`config.mk`:
```
export PLATFORM = sky130hd
export DESIGN_NAME = mrv1_th_sched_flat
export DESIGN_NICKNAME = d
export VERILOG_FILES = /design/src/rtl/mrv1_th_sched_if.sv /design/src/rtl/mrv1_th_sched.sv /design/src/flat_wrapper.sv
export SDC_FILE = /design/constraint.sdc
export NUM_CORES = 1
export LEC_CHECK = 0
export CORE_AREA = 2 2 94 119
export CTS_BUF_LIST = sky130_fd_sc_hd__clkbuf_16
export DETAILED_ROUTE_END_ITERATION = 8
export DIE_AREA = 0 0 96 121
export SETUP_SLACK_MARGIN = 0.02
export SYNTH_ARGS = -nofsm -noshare
export SYNTH_HDL_FRONTEND = slang
export SYNTH_SLANG_ARGS = --single-unit
```
`constraint.sdc`:
```
create_clock -name clk_i -period 13.4 [get_ports clk_i]
set_input_delay 4.02 -clock clk_i [delete_from_list [all_inputs] [get_ports clk_i]]
set_output_delay 4.02 -clock clk_i [all_outputs]
set_load 0.02 [all_outputs]
```
`src/rtl/mrv1_th_sched_if.sv`:
```
// Issue handshake between the thread scheduler and the issue stage.
// The scheduler offers a thread id and the issue stage accepts it and qualifies the instruction.
interface mrv1_th_sched_if #(
  parameter int NUM_THREADS_P = 8
) ();
  localparam int tid_width_lp = $clog2(NUM_THREADS_P);

  logic                    issue_valid_o;
  logic [tid_width_lp-1:0] issue_tid_o;
  logic                    issue_ready_i;
  logic                    issue_ll_i;
  logic                    issue_sync_i;

  modport master (
    output issue_valid_o,
    output issue_tid_o,
    input  issue_ready_i,
    input  issue_ll_i,
    input  issue_sync_i
  );

  modport slave (
    input  issue_valid_o,
    input  issue_tid_o,
    output issue_ready_i,
    output issue_ll_i,
    output issue_sync_i
  );
endinterface

```
`src/rtl/mrv1_th_sched.sv`:
```
// Round-robin per-thread issue scheduler with pending-op throttling and drain.
// Optional MRV1_TH_SCHED_PRIO_EN adds a registered high-priority thread mask.
module mrv1_th_sched #(
  parameter  int NUM_THREADS_P = 8,
  parameter  int MAX_PEND_P    = 3,
  localparam int tid_width_lp  = $clog2(NUM_THREADS_P),
  localparam int cnt_width_lp  = $clog2(MAX_PEND_P + 1)
) (
  input  logic                     clk_i,
  input  logic                     rst_ni,
  input  logic [NUM_THREADS_P-1:0] spawn_i,
  input  logic [NUM_THREADS_P-1:0] kill_i,
`ifdef MRV1_TH_SCHED_PRIO_EN
  input  logic [NUM_THREADS_P-1:0] prio_i,
`endif
  mrv1_th_sched_if.master          issue_if,
  input  logic                     cmpl_valid_i,
  input  logic [tid_width_lp-1:0]  cmpl_tid_i,
  output logic [NUM_THREADS_P-1:0] active_o,
  output logic                     err_o
);

  typedef enum logic [1:0] {
    TH_OFF,
    TH_RUN,
    TH_DRAIN
  } th_state_e;

  th_state_e               state_q [NUM_THREADS_P];
  th_state_e               state_d [NUM_THREADS_P];
  logic [cnt_width_lp-1:0] pend_q  [NUM_THREADS_P];
  logic [cnt_width_lp-1:0] pend_d  [NUM_THREADS_P];
  logic [tid_width_lp-1:0] ptr_q, ptr_d;
  logic                    err_q, err_d;

  logic [NUM_THREADS_P-1:0] elig;
  logic [NUM_THREADS_P-1:0] cand;
  logic [NUM_THREADS_P-1:0] hs_v, inc_v, dec_v;
  logic                     sel_vld;
  logic [tid_width_lp-1:0]  sel_tid;
  logic                     hs;

`ifdef MRV1_TH_SCHED_PRIO_EN
  logic [NUM_THREADS_P-1:0] prio_q, prio_d;
  logic [NUM_THREADS_P-1:0] hi;

  always_comb begin
    prio_d = prio_i;
    hi     = elig & prio_q;
    cand   = (|hi) ? hi : elig;
  end
`else
  always_comb begin
    cand = elig;
  end
`endif

  // Selection uses registered state only, so the offer never depends on inputs
  always_comb begin
    elig    = '0;
    sel_vld = 1'b0;
    sel_tid = '0;
    for (int t = 0; t < NUM_THREADS_P; t++) begin
      elig[t] = (state_q[t] == TH_RUN) &&
                (pend_q[t] < cnt_width_lp'(MAX_PEND_P));
    end
    for (int i = 0; i < NUM_THREADS_P; i++) begin
      if (!sel_vld && cand[ptr_q + tid_width_lp'(i)]) begin
        sel_vld = 1'b1;
        sel_tid = ptr_q + tid_width_lp'(i);
      end
    end
  end

  assign issue_if.issue_valid_o = sel_vld;
  assign issue_if.issue_tid_o   = sel_tid;
  assign hs = sel_vld & issue_if.issue_ready_i;

  always_comb begin
    hs_v  = '0;
    inc_v = '0;
    dec_v = '0;
    for (int t = 0; t < NUM_THREADS_P; t++) begin
      hs_v[t]  = hs && (sel_tid == tid_width_lp'(t));
      inc_v[t] = hs_v[t] && issue_if.issue_ll_i && !kill_i[t];
      dec_v[t] = cmpl_valid_i && (cmpl_tid_i == tid_width_lp'(t)) &&
                 (state_q[t] != TH_OFF) && !kill_i[t];
    end
  end

  always_comb begin
    ptr_d = hs ? sel_tid + tid_width_lp'(1) : ptr_q;
    err_d = err_q;
    for (int t = 0; t < NUM_THREADS_P; t++) begin
      state_d[t] = state_q[t];
      pend_d[t]  = pend_q[t];
      if (inc_v[t] && !dec_v[t]) begin
        pend_d[t] = pend_q[t] + cnt_width_lp'(1);
      end else if (dec_v[t] && !inc_v[t]) begin
        if (pend_q[t] == '0) err_d = 1'b1;
        else pend_d[t] = pend_q[t] - cnt_width_lp'(1);
      end
      unique case (state_q[t])
        TH_OFF:   if (spawn_i[t]) state_d[t] = TH_RUN;
        TH_RUN:   if (hs_v[t] && issue_if.issue_sync_i) state_d[t] = TH_DRAIN;
        TH_DRAIN: if (pend_q[t] == '0) state_d[t] = TH_RUN;
        default:  state_d[t] = TH_OFF;
      endcase
      if (kill_i[t]) begin
        state_d[t] = TH_OFF;
        pend_d[t]  = '0;
      end
    end
  end

  always_ff @(posedge clk_i) begin
    if (!rst_ni) begin
      for (int t = 0; t < NUM_THREADS_P; t++) begin
        state_q[t] <= TH_OFF;
        pend_q[t]  <= '0;
      end
      ptr_q <= '0;
      err_q <= 1'b0;
`ifdef MRV1_TH_SCHED_PRIO_EN
      prio_q <= '0;
`endif
    end else begin
      for (int t = 0; t < NUM_THREADS_P; t++) begin
        state_q[t] <= state_d[t];
        pend_q[t]  <= pend_d[t];
      end
      ptr_q <= ptr_d;
      err_q <= err_d;
`ifdef MRV1_TH_SCHED_PRIO_EN
      prio_q <= prio_d;
`endif
    end
  end

  always_comb begin
    for (int t = 0; t < NUM_THREADS_P; t++) begin
      active_o[t] = (state_q[t] != TH_OFF);
    end
  end

  assign err_o = err_q;

endmodule

```
`src/flat_wrapper.sv`:
```
// flat-port wrapper written by rule: the top's interface ports become plain ports
module mrv1_th_sched_flat 
#(
  parameter  int NUM_THREADS_P = 8,
  parameter  int MAX_PEND_P    = 3,
  localparam int tid_width_lp  = $clog2(NUM_THREADS_P),
  localparam int cnt_width_lp  = $clog2(MAX_PEND_P + 1)
)
  (clk_i, rst_ni, spawn_i, kill_i, cmpl_valid_i, cmpl_tid_i, active_o, err_o, issue_if_issue_valid_o, issue_if_issue_tid_o, issue_if_issue_ready_i, issue_if_issue_ll_i, issue_if_issue_sync_i);
  mrv1_th_sched_if #(.NUM_THREADS_P(NUM_THREADS_P)) issue_if_i ();
  input  logic clk_i;
  input  logic rst_ni;
  input  logic [NUM_THREADS_P-1:0] spawn_i;
  input  logic [NUM_THREADS_P-1:0] kill_i;
  input  logic cmpl_valid_i;
  input  logic [tid_width_lp-1:0] cmpl_tid_i;
  output logic [NUM_THREADS_P-1:0] active_o;
  output logic err_o;
  output wire logic [$bits(issue_if_i.issue_valid_o)-1:0] issue_if_issue_valid_o;
  output wire logic [$bits(issue_if_i.issue_tid_o)-1:0] issue_if_issue_tid_o;
  input wire logic [$bits(issue_if_i.issue_ready_i)-1:0] issue_if_issue_ready_i;
  input wire logic [$bits(issue_if_i.issue_ll_i)-1:0] issue_if_issue_ll_i;
  input wire logic [$bits(issue_if_i.issue_sync_i)-1:0] issue_if_issue_sync_i;
  assign issue_if_issue_valid_o = issue_if_i.issue_valid_o;
  assign issue_if_issue_tid_o = issue_if_i.issue_tid_o;
  assign issue_if_i.issue_ready_i = issue_if_issue_ready_i;
  assign issue_if_i.issue_ll_i = issue_if_issue_ll_i;
  assign issue_if_i.issue_sync_i = issue_if_issue_sync_i;
  mrv1_th_sched #(.NUM_THREADS_P(NUM_THREADS_P), .MAX_PEND_P(MAX_PEND_P)) u_core (.clk_i(clk_i), .rst_ni(rst_ni), .spawn_i(spawn_i), .kill_i(kill_i), .issue_if(issue_if_i), .cmpl_valid_i(cmpl_valid_i), .cmpl_tid_i(cmpl_tid_i), .active_o(active_o), .err_o(err_o));
endmodule
```
== After elaboration in Yosys (flattened, before gate mapping) ==
Memories as Yosys holds them, arrays and structs flattened.
Cells that the tools add are included.

* Multiply operators: 0
* Order comparisons: 16
* Equal/unequal tests: 30
* Shift-type cells: 0
* Divide/modulo/power cells: 0
* Add/subtract/negate cells: 24
* Reduce and logical (&&, ||, !) cells: 144
* Bitwise logic cells: 17
* Multiplexer cells: 146

{| class="wikitable"
|+ Operator list
! kind !! count
|-
| $mux W2 || 80
|-
| $logic_and A1 B1 Y1 || 87
|-
| $pmux W2 S3 || 8
|-
| $mux W1 || 42
|-
| $logic_not A2 Y1 || 16
|-
| $lt A3 B4 Y1 const B || 8
|-
| $logic_not A1 Y1 || 31
|-
| $bmux W1 S3 || 8
|-
| $eq A3 B3 Y1 const B || 8
|-
| $mux W3 || 8
|-
| $add A2 B1 Y2 const B || 8
|-
| $eq A2 B1 Y1 const B || 8
|-
| $eq A2 B2 Y1 const B || 8
|-
| $lt A2 B2 Y1 const B || 8
|-
| $or A1 B1 Y1 || 16
|-
| $reduce_bool A2 Y1 || 8
|-
| $sub A2 B1 Y2 const B || 8
|-
| $add A3 B3 Y3 const B || 4
|-
| $eq A3 B2 Y1 const B || 4
|-
| $add A3 B1 Y3 const B || 2
|-
| $add A3 B2 Y3 const B || 2
|-
| $eq A3 B1 Y1 const B || 2
|-
| $logic_not A3 Y1 || 2
|-
| $and A1 B1 Y1 || 1
|}

* Memory bits (writable): 32
* Memory bits (read-only): 0
* Logic and storage cells: 381
* Bits in latches: 0
* Output and inout port bits: 13
* Register bits: 4
* Input bits: 25
* Memories kept: 2

{| class="wikitable"
|+ Memory list
! memory !! depth !! width !! read ports !! clocked after Yosys merged registers in !! write ports !! line !! text
|-
| u_core.pend_q || 8 || 2 || 8 || 0 || 8 || mrv1_th_sched.sv:31 || <nowiki>logic [cnt_width_lp-1:0] pend_q [NUM_THREADS_P];</nowiki>
|-
| u_core.state_q || 8 || 2 || 8 || 0 || 8 || mrv1_th_sched.sv:29 || <nowiki>th_state_e state_q [NUM_THREADS_P];</nowiki>
|}

== Longest topological paths before layout ==
Gate-level depths: netlist (run 1).

* Word-level depth: 55
* Depth in mapped cells: 19
* Gate-level depth less buffers: 18

== Worst setup path after synthesis (run 1) ==
OpenSTA, ideal clock, no wires.

* Kind: reg2out
* Start point: reg u_core.ptr_q[0]
* End point: out issue_if_issue_tid_o[2]
* Data required time: 9.380 ns
* Data arrival time: 3.113 ns
* Stages on the path, launching flop included: 13
* Buffers on the path: 2
* Slack: 6.267 ns
* Path through: dfxtp_1 -> inv_1 -> buf_1 -> ha_1 -> nor2b_1 -> and3_1 -> o41ai_1 -> o21ai_0 -> o31a_1 -> o31a_1 -> a21boi_2 -> buf_6 -> inv_1

* Cells in the longest elaborated chain, start to end: 24
* Elaborated cells between the ends (all ways): 52
* Those cells by class: add/sub: 7; mux: 31; reduce/logical: 14

{| class="wikitable"
|+ Ends and longest elaborated chain
! item !! line !! text
|-
| start: declaration || mrv1_th_sched.sv:33 || <nowiki>logic [tid_width_lp-1:0] ptr_q, ptr_d;</nowiki>
|-
| start signal: assignment || mrv1_th_sched.sv:132 || <nowiki>ptr_q <= ptr_d;</nowiki>
|-
| branches (longest 23 deep; another with $add A3 B1 Y3) || n/a ||
|-
| $mux W3 * || mrv1_th_sched.sv:68 || <nowiki>if (!sel_vld && cand[ptr_q + tid_width_lp'(i)]) begin</nowiki>
|-
| end: declaration || flat_wrapper.sv:20 || <nowiki>output wire logic [$bits(issue_if_i.issue_tid_o)-1:0] issue_if_issue_tid_o;</nowiki>
|}

Every way passes the cells marked *. The select of a mux whose other input is x is not followed.

== Final worst setup path (run 1) ==
Ends and elaborated chain as after synthesis.

==> summary.md, run 1 <==
| Metric | Value |
|---|---|
| Total CTS buffers | 5 |
| Slew Limit Fails | 0 |
| Max_slew headroom | 44.9% |
| PD cells | 175 nW/µm² |
| Met2 Track Usage GR | 32.7% |
| Post-Syn Nets | 513 |
| Top cells by area, synth | dfxtp_1, ha_1, mux4_2 |
| PostCTS Resize Cnt | 0 |
| Period minus WS final | 9000 ps |
| DR pass1 iterations | 5 |
| Dpl cells | 624 |
| Via count | 3,665 |
| Area leader, netlist | dfxtp_1 |
| Syn-to-layout area delta | 18.2% |
| Syn Std Cell Area | 3610 µm² |
| Status | completed |
| Area of the die | 11,600 µm² |
| Met3 usage | 2.48% |
| Leakage power total | 1.71 nW |
| Overall routed net length | 10.6 mm |
| CTS Sinks | 36 |
| CP Capture Type | output port |
| Post-synth top flop | dfxtp_1 |
| Synth Register Bits | 36 |
| Clk root buf | clkbuf_16 |
| Register area share after synthesis | 20.0% |
| Critical Path Fanout Max | 15 |
| Post-CTS setup buffer count | 0 |
| Routed vias/inst | 5.80 |
| Grt total ovfl | 0 |
| Yosys top cell area share | 20.0% |
| Initial antenna violation count | 0 |
| Post-synth EDFFs | 0 |
| Tcrit/Tclk final | 67.2% |
| Post-CTS Hold Fix Bufs | 0 |
| Clock buffer depth | 2 |
| Final clock skew | 6.24 ps |
| PortBufs | 37 |
| Setup TNS | 0 ps |
| First DRT Iteration DRCs | 217 |
| Syn_area_per_cell | 7.78 µm² |
| Clk pin slew, worst setup/hold paths | 60 ps |
| Fill count | 1,062 |
| GR Util met1 | 23.9% |
| Worst-margin pin slew | 826 ps |
| Cell Rows | 42 |
| Syn. warnings | 0 |
| Synth cell types | 67 |
| Io pins | 38 |
| Largest net degree at the start of global routing | 16 |
| CP Data Arrival Time | 4980 ps |
| Antenna cells | 0 |
| Achievable Freq | 0.111 GHz |
| Vias in the first global route | 3,571 |
| Drt drc | 0 |
| Tot Pwr | 0.000747 W |
| Layout Cells excl Fill | 632 |
| Worst-Skew Late Latency | 290 ps |
| Die W | 96 µm |
| Unrepaired setup endpoints after global routing | no |
| Post-DRT Antenna Nets | 0 |
| Worst Setup Path Type | reg -> out |
| Worst Hold Class | reg -> reg |
| Total Nets Final | 548 |
| Worst VDD drop | 0.0861 mV |
| Busiest layer in global routing | met2 |
| Gr usage total | 19.4% |
| Final instance area | 4260 µm² |
| Mapped Cells | 464 |
| Initial Util | 34.5% |
| Core Box Area | 10,500 µm² |
| # setup viols final | 0 |
| Final Wtd Congestion | 0.894 |
| Post-DP Area | 4100 µm² |
| Fraction of registers with async set/reset | 0% |
| Maxcap violations | 0 |
| HPWL Detailed | 8.66 mm |
| Final core occ | 40.8% |
| CTS tree | yes |
| CP Launch Type | flop |
| Die Ht | 121 µm |
| WP data required | 9380 ps |
| WL per Instance | 16.8 µm |
| Final Hold Fails | 0 |
| First-pass GRT wire length | 17.6 mm |
| Share of post-route cells with drive strength above 1 | 7.60% |
| H-tree levels | 2 |
logic make-up after synthesis:
kind of cell,Yosys count,synth area share (%)
adder cells (fa/ha/maj),24,8.32
multiplexers,20,8.67
flip-flops,36,20.0
AO/OA/AOI/OAI,119,22.8
XOR/XNOR,7,1.70
AND/OR/NAND/NOR,222,34.5
buffers and inverters,36,4.02
worst max-delay path, stage by stage (launching register included):
cell             delay (ps)
dfxtp_1                 610
inv_1                   350
ha_1                    590
nor2b_1                 270
and3_1                  260
o41ai_1                 480
o21ai_0                 160
o31a_1                  340
o31a_1                  380
a21boi_2                520
inv_1                   150
clkdlybuf4s50_1         580
layout make-up:
cell class | instances | area (µm²) | area share, %
Multi-Input combinational cell | 392 | 2740 | 64.3
Sequential cell | 36 | 721 | 16.9
Timing Repair Buffer | 37 | 370 | 8.69
Tap cell | 132 | 165 | 3.87
Clock buffer | 5 | 125 | 2.93
Inverter | 27 | 101 | 2.38
Clock inverter | 3 | 38.8 | 0.910
sequential cells by signal (all words and copies together) (netlist names):
signal          flops
u_core.err_o        1
u_core.pend_q      16
u_core.ptr_q        3
u_core.state_q     16
per-stage QoR:
step           hold slack [ps]  setup WS, ps
6_report                   497          4400
5_1_grt                    537          4050
4_1_cts                    499          4440
3_5_place_dp               490          4780
3_3_place_gp               485          4880
2_1_floorplan              456          6270
worst paths after layout:
kind | startpoint | to | slack [ps] | depth (start not counted)
worst max-delay path | u_core.ptr_q[0] | issue_if_issue_tid_o[2] | 4400 | 11
worst min-delay path | u_core.state_q[3][0] | u_core.state_q[3][0] | 500 | 1
worst min register to register | u_core.state_q[3][0] | u_core.state_q[3][0] | 500 | 1
worst max register to register | u_core.ptr_q[0] | u_core.err_o | 7610 | 16
cells in the final DEF, fill, tap and decap left out, types with 5 or more instances in the layout:
cell type        netlist  layout
and3_1                 6       6
o211ai_1               5       5
nor3b_1                9       9
inv_1                 25      26
nand2b_1              16      16
clkbuf_16              0       5
clkdlybuf4s50_1        0      37
dfxtp_1               36      36
or4_1                  9       9
nor4b_1                9       9
nand3_1               16      16
nor3_1                11      11
and2_1                 7       7
a21oi_1               31      31
nand4_1                8       8
nor2b_1               18      18
mux4_2                 8       8
a31oi_1                6       6
nor2_1                40      40
and4b_1                5       5
o21ai_0               33      33
ha_1                  24      24
nand2_1               43      43
mux2_2                 7       7
routing by layer:
layer  share of wire, %  routed length, µm
met5                  0                  0
met4                3.7                390
met3                4.1                437
met2                 50               5300
met1                 42               4480
power breakdown:
| group | switching [W] | internal [W] |
|---|---|---|
| clock | 0.0000470 | 0.0000867 |
| sequential | 0.0000145 | 0.000113 |
| combinational | 0.000295 | 0.000190 |
| total | 0.000357 | 0.000390 |
Yosys cell counts (3+ instances only):
| cell | n |
|---|---|
| mux2_2 | 7 |
| mux4_2 | 8 |
| nor2_1 | 40 |
| nor4b_1 | 9 |
| nand3b_1 | 3 |
| nand2_1 | 43 |
| ha_1 | 24 |
| and4b_1 | 5 |
| nand4b_1 | 4 |
| or4b_1 | 3 |
| or2_2 | 4 |
| o2111ai_1 | 3 |
| a41o_1 | 3 |
| nor2b_1 | 18 |
| xor2_1 | 4 |
| and2_1 | 7 |
| a31oi_1 | 6 |
| and2b_1 | 3 |
| nor3b_1 | 9 |
| and3_1 | 6 |
| a211oi_1 | 4 |
| a21oi_1 | 31 |
| nand2b_1 | 16 |
| or4_1 | 9 |
| xnor2_1 | 3 |
| nor3_1 | 11 |
| a41oi_1 | 3 |
| mux2i_1 | 4 |
| nand3_1 | 16 |
| o21ai_0 | 33 |
| nand4_1 | 8 |
| inv_1 | 25 |
| o211ai_1 | 5 |
| dfxtp_1 | 36 |
| clkbuf_1 | 5 |
| a21o_1 | 3 |
Power figures use the tool's default switching activity.
==> inputs of run 2 (changes only) <==
clock period = 7.3 ns   (was 13.4 ns; I/O delays follow)
==> summary.md, run 2 (synthesis results as in run 1) <==
| Metric | Value |
|---|---|
| Status | completed |
| Final WS setup | 428 ps (-3970 ps) |
| Clk pin slew, worst setup/hold paths | 60 ps (about the same) |
| Worst-Skew Late Latency | 280 ps (about the same) |
| Slew Limit Fails | 0 (unchanged) |
| Syn-to-layout area delta | 18.4% |
| Maxcap violations | 0 (unchanged) |
| WP data required | 5110 ps (-4270 ps) |
| CTS tree | yes |
| Core Box Area | 10,500 µm² (unchanged) |
| Worst VDD drop | 0.150 mV (+75%) |
| Setup TNS | 0 ps (unchanged) |
| Tcrit/Tclk final | 94.1% |
| HPWL Detailed | 8.52 mm (-1.6%) |
| Io pins | 38 (unchanged) |
| Capture point of the worst reg-to-reg path | u_core.err_o |
| Routed vias/inst | 5.87 (+1.2%) |
| Internal | 0.000725 W (+86%) |
| Share of post-route cells with drive strength above 1 | 7.78% (+0.18 points) |
| Final Wtd Congestion | 0.903 (+1.1%) |
| Final Hold Fails | 0 (unchanged) |
| Gr usage total | 19.0% (-0.39 points) |
| Period minus WS final | 6870 ps |
| P_sw | 0.000661 W (+85%) |
| CTS Sinks | 36 (unchanged) |
| Commonest non-fill, non-tap cell in the layout | nand2_1 |
| Initial antenna violation count | 0 (unchanged) |
| Max_slew headroom | 45.6% (+0.66 points) |
| Leakage power total | 1.72 nW (+0.27%) |
| Register-to-register setup slack | 1610 ps (-6000 ps) |
| DR pass1 iterations | 5 (unchanged) |
| Largest net degree at the start of global routing | 16 (unchanged) |
| WL per Instance | 16.8 µm (+0.24%) |
| Critical Path Fanout Max | 15 (unchanged) |
| Top flop regs | u_core.pend_q (16), u_core.state_q (16), u_core.ptr_q (3) |
| Via count | 3,715 (+1.4%) |
| Overall routed net length | 10.7 mm (+0.40%) |
| Area of the die | 11,600 µm² (unchanged) |
| Post-DP Area | 4110 µm² (+0.18%) |
| First-pass GRT wire length | 17.3 mm (-1.4%) |
| Unrepaired setup endpoints after global routing | no |
| Grt total ovfl | 0 (unchanged) |
| Reg2reg start | u_core.ptr_q[0] |
| DP Worst Slack | 851 ps (-3930 ps) |
| Post-CTS setup buffer count | 0 (unchanged) |
| Worst Hold Class | reg -> reg |
| Switching Share | 47.7% (-0.087 points) |
| CP Data Arrival Time | 4680 ps (-300 ps) |
| Achievable Freq | 0.146 GHz |
| Gate power share | 65.5% (+0.5 points) |
| Die W | 96 µm (unchanged) |
| Drt drc | 0 (unchanged) |
| Worst Setup SP | u_core.ptr_q[0] |
| Total Nets Final | 549 (+0.18%) |
| Vias in the first global route | 3,456 (-3.2%) |
| Die Ht | 121 µm (unchanged) |
| PD cells | 325 nW/µm² (+85%) |
| # setup viols final | 0 (unchanged) |
| Worst Setup Path Type | reg -> out |
| Antenna cells | 0 (unchanged) |
| Post-DRT Antenna Nets | 0 (unchanged) |
| CP Capture Type | output port |
| R2r worst-path depth | 16 (unchanged) |
| First DRT Iteration DRCs | 244 (+12%) |
| Fill count | 1,019 (-4.0%) |
| Cell Rows | 42 (unchanged) |
| H-tree levels | 2 (unchanged) |
| Clk root buf | clkbuf_16 |
| Initial Util | 34.5% (unchanged) |
| CP Launch Type | flop |
| Post-CTS Hold Fix Bufs | 0 (unchanged) |
| Reg power frac | 16.9% (-0.2 points) |
| Final instance area | 4270 µm² (+0.18%) |
| Worst-margin pin slew | 816 ps (-9.90 ps) |
| Commonest non-fill, non-tap cells in the layout | nand2_1, nor2_1, clkdlybuf4s50_1, dfxtp_1, o21ai_0 |
| Critical Path End | issue_if_issue_tid_o[2] |
| Clock Power Share | 17.7% (-0.2 points) |
| PostCTS Resize Cnt | 0 (unchanged) |
| Clock buffer depth | 2 (unchanged) |
| PortBufs | 37 (unchanged) |
| Total CTS buffers | 5 (unchanged) |
| Final clock skew | 7.86 ps (+1.62 ps) |
run 2: changes by cell type in the layout (fill, tap and decap cells not counted):
cell   delta
buf_4     +1
run 2: cell type report:
| type | instances | area, µm² | area share, % |
|---|---|---|---|
| clock inverters | 3 | 38.8 | 0.908 |
| clock buffers | 5 | 125 | 2.93 |
| flip-flops and latches | 36 | 721 | 16.9 |
| multi-input cells | 392 | 2740 | 64.2 |
| repair buffers | 38 | 378 | 8.85 |
| inverters | 27 | 101 | 2.37 |
| well taps | 132 | 165 | 3.87 |
run 2: power by group through the flow:
stage / Clock [W] / Combinational [W] / Sequential (W)
CTS: 0.000249 / 0.000902 / 0.000234
floorplan: 0 / 0.000654 / 0.000219
global placement: 0 / 0.000891 / 0.000237
detailed placement: 0 / 0.000894 / 0.000238
global route: 0.000261 / 0.000983 / 0.000237
finish: 0.000245 / 0.000908 / 0.000234
run 2: routing by layer:
| layer | GRT usage, % | share of wire, % | vias to the layer above | wire [µm] |
|---|---|---|---|---|
| met5 | 0 | 0 | - | 0 |
| met3 | 2.36 | 3.8 | 18 | 403 |
| met2 | 31.9 | 50 | 114 | 5310 |
| met4 | 7.32 | 3.1 | 0 | 329 |
| li1 | - | - | 1809 | - |
| met1 | 24.4 | 43 | 1774 | 4610 |
run 2: stage by stage:
step	total power, W	hold WS [ps]	std cells	util, %
final	0.00139	506	633	40.8
after global routing	0.00148	536	633	40.8
after CTS	0.00138	500	633	40.8
after detailed placement	0.00113	490	625	39.3
after global placement	0.00113	483	625	39.3
after floorplan	0.000873	456	464	-
run 2: worst min-delay path by stage:
stage / startpoint / endpoint / slack [ps] / cells after the start
floorplan: u_core.state_q[3][0] / u_core.state_q[3][0] / 460 / 1
CTS: u_core.state_q[3][0] / u_core.state_q[3][0] / 500 / 1
global placement: u_core.state_q[7][0] / u_core.state_q[7][0] / 480 / 1
finish: u_core.state_q[7][0] / u_core.state_q[7][0] / 510 / 1
detailed placement: u_core.state_q[3][0] / u_core.state_q[3][0] / 490 / 1
global route: u_core.state_q[7][0] / u_core.state_q[7][0] / 540 / 1
run 2: worst max-delay path: stages, from the launching register on:
cell and delay, ps:
dfxtp_1 610, inv_1 360, ha_1 610, nor2b_1 280, and3_1 270, o41ai_1 550
o21ai_0 190, o31a_1 360, o32ai_4 350, a21boi_2 110, inv_1 100, clkdlybuf4s50_1 610
